**config.mk**
```make
export PLATFORM = sky130hd
export DESIGN_NAME = coin_accumulator
export DESIGN_NICKNAME = d
export VERILOG_FILES = /design/src/rtl/coin_accumulator.sv
export SDC_FILE = /design/constraint.sdc
export NUM_CORES = 1
export LEC_CHECK = 0
export CAP_MARGIN = 10
export CORE_MARGIN = 10
export CORE_UTILIZATION = 48
export CTS_CLUSTER_SIZE = 24
export DETAILED_ROUTE_END_ITERATION = 8
export GPL_ROUTABILITY_DRIVEN = 0
export PLACE_DENSITY_LB_ADDON = 0.1
export SETUP_SLACK_MARGIN = 0.2
export SLEW_MARGIN = 20
export SYNTH_ARGS = -nofsm -noshare
export SYNTH_HDL_FRONTEND = slang
export SYNTH_SLANG_ARGS = --single-unit
```
**constraint.sdc**
```tcl
create_clock -name clk -period 5 [get_ports clk]
set_clock_uncertainty 0.05 [all_clocks]
set_input_delay 0.75 -clock clk [delete_from_list [all_inputs] [get_ports clk]]
set_output_delay 0.75 -clock clk [all_outputs]
set_load 0.05 [all_outputs]
```
**src/rtl/coin_accumulator.sv**
```systemverilog
// rtl/coin_accumulator.sv - coin credit collector with offer handshake and refund
// Accepts coin pulses into a 3-bit credit, offers it on confirm, refunds on cancel/idle timeout.
module coin_accumulator #(
  parameter int MAX_CREDIT  = 7,
  parameter int TIMEOUT_CYC = 20,
  parameter int TO_W        = 5
) (
  input  logic       clk,
  input  logic       rst,
  input  logic       coin_in,
  input  logic [1:0] coin_val,
  input  logic       confirm,
  input  logic       cancel,
  input  logic       vend_ack,
  output logic [2:0] money,
  output logic       money_valid,
  output logic [2:0] credit,
  output logic       coin_reject,
  output logic       refund_valid,
  output logic [2:0] refund_amt
);

  typedef enum logic [1:0] {S_IDLE, S_COLLECT, S_OFFER, S_REFUND} state_t;

  localparam logic [TO_W-1:0] TO_LAST = TO_W'(TIMEOUT_CYC - 1);
  localparam logic [3:0]      MAX_SUM = 4'(MAX_CREDIT);

  state_t          state_q, state_d;
  logic [2:0]      credit_q, credit_d;
  logic [2:0]      money_q, money_d;
  logic            money_valid_q, money_valid_d;
  logic            coin_reject_q, coin_reject_d;
  logic            refund_valid_q, refund_valid_d;
  logic [2:0]      refund_amt_q, refund_amt_d;
  logic [TO_W-1:0] to_cnt_q, to_cnt_d;

  logic [2:0] coin_amt;
  logic [3:0] sum;
  logic       coin_ok;

  always_comb begin
    coin_amt = 3'd0;
    case (coin_val)
      2'b00:   coin_amt = 3'd1;
      2'b01:   coin_amt = 3'd2;
      2'b10:   coin_amt = 3'd5;
      default: coin_amt = 3'd0;
    endcase
    sum     = {1'b0, credit_q} + {1'b0, coin_amt};
    coin_ok = coin_in && (coin_val != 2'b11) && (sum <= MAX_SUM);
  end

  always_comb begin
    state_d        = state_q;
    credit_d       = credit_q;
    money_d        = money_q;
    money_valid_d  = money_valid_q;
    coin_reject_d  = 1'b0;
    refund_valid_d = 1'b0;
    refund_amt_d   = 3'd0;
    // Counter only runs in COLLECT; every exit path leaves it cleared.
    to_cnt_d       = '0;
    case (state_q)
      S_IDLE: begin
        if (coin_ok) begin
          credit_d = sum[2:0];
          state_d  = S_COLLECT;
        end else begin
          coin_reject_d = coin_in;
        end
      end
      S_COLLECT: begin
        if (cancel) begin
          coin_reject_d  = coin_in;
          refund_valid_d = 1'b1;
          refund_amt_d   = credit_q;
          state_d        = S_REFUND;
        end else if (confirm) begin
          coin_reject_d = coin_in;
          money_d       = credit_q;
          money_valid_d = 1'b1;
          state_d       = S_OFFER;
        end else if (coin_ok) begin
          credit_d = sum[2:0];
        end else begin
          coin_reject_d = coin_in;
          if (to_cnt_q == TO_LAST) begin
            refund_valid_d = 1'b1;
            refund_amt_d   = credit_q;
            state_d        = S_REFUND;
          end else begin
            to_cnt_d = to_cnt_q + TO_W'(1);
          end
        end
      end
      S_OFFER: begin
        coin_reject_d = coin_in;
        if (vend_ack) begin
          credit_d      = 3'd0;
          money_valid_d = 1'b0;
          state_d       = S_IDLE;
        end else if (cancel) begin
          money_valid_d  = 1'b0;
          refund_valid_d = 1'b1;
          refund_amt_d   = credit_q;
          state_d        = S_REFUND;
        end
      end
      S_REFUND: begin
        coin_reject_d = coin_in;
        credit_d      = 3'd0;
        state_d       = S_IDLE;
      end
      default: state_d = S_IDLE;
    endcase
  end

  always_ff @(posedge clk or negedge rst) begin
    if (!rst) begin
      state_q        <= S_IDLE;
      credit_q       <= 3'd0;
      money_q        <= 3'd0;
      money_valid_q  <= 1'b0;
      coin_reject_q  <= 1'b0;
      refund_valid_q <= 1'b0;
      refund_amt_q   <= 3'd0;
      to_cnt_q       <= '0;
    end else begin
      state_q        <= state_d;
      credit_q       <= credit_d;
      money_q        <= money_d;
      money_valid_q  <= money_valid_d;
      coin_reject_q  <= coin_reject_d;
      refund_valid_q <= refund_valid_d;
      refund_amt_q   <= refund_amt_d;
      to_cnt_q       <= to_cnt_d;
    end
  end

  assign money        = money_q;
  assign money_valid  = money_valid_q;
  assign credit       = credit_q;
  assign coin_reject  = coin_reject_q;
  assign refund_valid = refund_valid_q;
  assign refund_amt   = refund_amt_q;

endmodule

```
; Yosys cells after proc, flatten, opt, wreduce, memory -nomap -nowiden
; Cells that the tools add are included.
; W data, S select, Z words.
[word_totals]
out_inout_bits = 12
elab_cells = 79
input_bits = 8
reg_bits = 19
[op_classes]
magnitude_cmp = 1
n_addsub = 2
bitwise_logic = 1
n_reduce_logical = 10
n_eq_ne = 15
n_mux = 42
[op_table]
columns = op, count
row1 = $mux W3, 10
row2 = $mux W5, 5
row3 = $mux W2, 7
row4 = $mux W1, 13
row5 = $ne A2 B2 Y1 const B, 6
row6 = $pmux W3 S4, 1
row7 = $pmux W3 S3, 1
row8 = $ne A4 B4 Y1 const B, 2
row9 = $pmux W2 S4, 1
row10 = $reduce_and A4 Y1, 2
row11 = $eq A2 B2 Y1 const B, 3
row12 = $pmux W3 S2, 1
row13 = $reduce_and A3 Y1, 2
row14 = $add A5 B1 Y5 const B, 1
row15 = $eq A5 B5 Y1 const B, 1
row16 = $add A3 B3 Y4, 1
row17 = $eq A2 B1 Y1 const B, 2
row18 = $le A4 B3 Y1 const B, 1
row19 = $logic_not A2 Y1, 2
row20 = $pmux W1 S2, 2
row21 = $ne A3 B3 Y1 const B, 1
row22 = $pmux W1 S3, 1
row23 = $logic_and A1 B1 Y1, 2
row24 = $reduce_bool A2 Y1, 1
row25 = other kinds (2), 2

; Logic depth before layout (Yosys ltp)
[logic_depth]
ltp_word = 9
mapped_depth = 8

; Worst setup path before layout
; OpenSTA, ideal clock, no wires.
[synth_timing]
path_type = input to register
from = in coin_val[0]
to = reg refund_amt_q[1], in the netlist refund_amt[1]
t_arrival_ns = 2.269
stages = 8
path_slack_ns = 2.561
required_time_ns = 4.830
path_cell_list = inv_1 -> nor2_1 -> ha_1 -> a21o_1 -> a221o_1 -> a41o_1 -> and3_4 -> and2_1
[synth_between]
elab_chain_cells = 9
elab_cells_between_ends = 13
classes_between = add/sub (1) / order compare (1) / eq/ne (3) / mux (5) / reduce/logical (3)
[synth_rtl]
columns = element, line_no
row1 = from (decl), 11  ; input logic [1:0] coin_val,
row2 = $eq A2 B2 Y1 (tied with other cells), 43  ; case (coin_val)
row3 = $pmux W3 S3, 43
row4 = $add A3 B3 Y4, 49  ; sum = {1'b0, credit_q} + {1'b0, coin_amt};
row5 = $le A4 B3 Y1, 50  ; coin_ok = coin_in && (coin_val != 2'b11) && (sum <= MAX_SUM);
row6 = $logic_and A1 B1 Y1 *, 50
row7 = $mux W3 *, 83  ; end else if (coin_ok) begin
row8 = $mux W3 *, 78  ; end else if (confirm) begin
row9 = $mux W3 *, 73  ; if (cancel) begin
row10 = $pmux W3 S2 *, 63  ; case (state_q)
row11 = named net refund_amt_d[1], 34  ; logic [2:0] refund_amt_q, refund_amt_d;
row12 = to (signal assigned), 135  ; refund_amt_q <= refund_amt_d;
row13 = to (decl), 34
; The timed path passes the listed nets; every way through them passes the cells marked *.
; A chain may end at the register's enable or synchronous reset.

; Final worst setup path
; Ends and elaborated chain as after synthesis.

==> summary.txt <==
Outcome -> completed
Port Buffers -> 19
Layout area overhead -> 25.0%
Critical Path AT -> 2.93 ns
Max-Cap Viols -> 0
CP cell instances -> clkdlybuf4s50_1 -> inv_1 -> nor2_1 -> ha_1 -> a21o_1 -> a221o_1 -> a41o_1 -> and3_4 -> and2_1
Chip Height -> 65.7 um
Final period util -> 55.8%
Final ANT Viol Nets -> 0
Fillcell total -> 162
CTS tree -> yes
Count of cell types in the netlist -> 27
Required @ worst endpoint -> 5.14 ns
Final worst path period need -> 2.79 ns
Antenna Cells -> 0
Die area -> 0.00432 mm^2
Core area -> 0.00198 mm^2
Layout Nets -> 142
Internal power -> 0.360 mW
Vias per inst -> 5.23
Global-route wire length before repair -> 3550 um
Setup WS post-layout -> 2.21 ns
Design area -> 0.00125 mm^2
Number of synthesized flops with an enable pin -> 0
P_sw -> 0.322 mW
Startpoint Class -> input port
LEAKAGE -> 0.605 nW
PD cells -> 544 mW/mm^2
Vias in the first global route -> 809
Ys flop type -> dfrtp_1
Nature of the critical path endpoint -> flop
Ys Warns -> 0
I/O pins -> 20
CP max stage delay -> 0.50 ns
GR Util All Layers -> 10.3%
Type of the worst min-delay path -> reg2reg
Drt first pass iters -> 4
GR Overflow Total -> 0
Relative slew slack -> 43.1%
1st-iter DRT viols -> 38
Root Buffer -> clkbuf_4
Critical path's top delay family -> compound AO/OA/AOI/OAI gates
Worst Path Max Fanout -> 6
Setup Buffers After CTS -> 0
Initial antenna violation count -> 0
Placement-stage worst setup slack -> 1.89 ns
Actual slew at the worst max-slew pin -> 0.851 ns
Post-Synthesis Cells -> 100
Largest cells by area after synthesis -> dfrtp_1, ha_1, o21ai_0
Commonest cells in the netlist -> dfrtp_1, nand2_1, nor2_1
Per-cell routed wire length -> 13.7 um
Seq/Total Area, Yosys -> 47.4%
Share of post-route cells with drive strength above 1 -> 6.50%
CP max stage cell -> clkdlybuf4s50_1
CTS sink cnt -> 19
RSZ-0062 raised after global routing -> false
Crit Path Class -> in2reg
DP HPWL -> 1710 um
Max H-tree Level -> 1
Syn nets -> 118
Combinational cell fraction of total power -> 55.4%
Area taken by multi-input logic gates -> 497 um^2
Top cell type's share of synthesized area -> 47.4%
Setup TNS -> 0 ns
Final hold vios -> 0
Vias -> 785
Yosys top cell by area -> dfrtp_1
Clock latency on the worst-skew pair -> 0.29 ns
Syn Std Cell Area -> 0.00100 mm^2
Final hold slack -> 0.427 ns
Async S/R FF share, synth -> 100%
Reg power frac -> 33.5%
Most frequent cell after synthesis -> dfrtp_1
Core Rows -> 16
CP bufs+invs -> 2
Starting Density -> 50.6%
Switching share of power -> 47.2%
Die extent in x -> 65.7 um
Max Clk Rate -> 0.358 GHz
Post-synthesis register bit count -> 19
Num CTS Buffers -> 3
Clock power share -> 11.1%
Post_cts resized -> 0
Final setup fails -> 0
Total Wirelength -> 2060 um
DRC Markers -> 0
Cell Area, Placed -> 0.00123 mm^2
Worst vdd rail ir drop -> 0.000348 V
Pin count of the biggest net entering global routing -> 20
Fin. max-slew vios -> 0
Clock Pin Slew Worst Setup and Hold Paths -> 0.11 ns
Sequential Area -> 475 um^2
CTS max path bufs -> 2
Syn_area_per_cell -> 10.0 um^2
Post-CTS Hold Buffers -> 0
## worst paths after layout
path / start / endpoint / slack (ns) / cells past startpoint
min: to_cnt_q[0] / to_cnt_q[0] / 0.43 / 1
min in group asynchronous: rst / money[2] / 0.89 / 1
max: coin_val[0] / refund_amt[1] / 2.21 / 9
max reg2reg: credit[1] / refund_amt[1] / 2.91 / 6
max in group asynchronous: rst / to_cnt_q[3] / 3.49 / 1
min reg2reg: to_cnt_q[0] / to_cnt_q[0] / 0.43 / 1
## stage by stage
step | cells | utilization [%] | power, mW
6_report | 150 | 63.2 | 0.682
4_1_cts | 150 | 63.2 | 0.688
5_1_grt | 150 | 63.2 | 0.729
3_5_place_dp | 146 | 61.9 | 0.612
2_1_floorplan | 100 | - | 0.487
3_3_place_gp | 146 | 61.9 | 0.602
## power groups by stage
| stage | Clock (mW) | Combinational [mW] | Sequential (mW) |
|---|---|---|---|
| after global routing | 0.0833 | 0.411 | 0.235 |
| after detailed placement | 0 | 0.380 | 0.232 |
| final | 0.0755 | 0.378 | 0.228 |
| after floorplan | 0 | 0.149 | 0.338 |
| after global placement | 0 | 0.373 | 0.229 |
| after CTS | 0.0773 | 0.382 | 0.229 |
## cells in the final DEF, fill, tap and decap left out
cell             netlist  routed
nor2_1                10      10
o41ai_1                1       1
a21oi_1                3       3
clkbuf_1               0       1
dfrtp_1               19      19
nor3_1                 1       1
nand2b_1               3       3
a22oi_1                1       1
o211ai_1               1       1
mux2_2                 1       1
a21o_1                 2       2
and2_1                 4       4
a41o_1                 1       1
and3_4                 1       1
o21ai_0                8       8
nand3_1                5       5
clkbuf_4               0       3
nor2b_1                2       2
inv_1                  8       8
o31ai_1                1       1
xor2_1                 2       2
a31o_2                 1       1
fa_1                   1       1
a221o_1                1       1
ha_1                   9       9
xnor2_1                2       2
clkdlybuf4s50_1        0      19
or2_2                  1       1
nand2_1               10      10
and2_4                 1       1
## layout make-up
cell class                      instances  share of cell area [%]
Inverter                                8                    2.40
Timing Repair Buffer                   19                    15.2
Tap cell                               27                    2.70
Sequential cell                        19                    38.0
Multi-Input combinational cell         73                    39.7
Clock buffer                            4                    2.10
## registers in the layout, summed over array words and instances, names as in the netlist
| register | flops |
|---|---|
| coin_reject | 1 |
| to_cnt_q | 5 |
| refund_amt | 3 |
| state_q | 2 |
| money_valid | 1 |
| credit | 3 |
| refund_valid | 1 |
| money | 3 |
## metal layers
| layer | GRT usage (%) | vias up | wire length, um |
|---|---|---|---|
| met5 | 0 | - | 0 |
| met4 | 5.61 | 0 | 40 |
| met3 | 3.56 | 4 | 171 |
| met2 | 16.2 | 25 | 961 |
| met1 | 12.1 | 371 | 888 |
| li1 | - | 385 | - |
## cell families (layout without fill, tap and decap cells)
group | after synthesis | in the layout | share of synthesized area (%)
AO/OA/AOI/OAI | 20 | 20 | 13.0
XOR/XNOR | 4 | 4 | 3.50
adder cells (fa/ha/maj) | 10 | 10 | 13.2
buffers and inverters | 8 | 31 | 3.00
flip-flops | 19 | 19 | 47.4
multiplexers | 1 | 1 | 1.12
AND/OR/NAND/NOR | 38 | 38 | 18.7
Note: power is estimated with default switching activity, not from simulation.
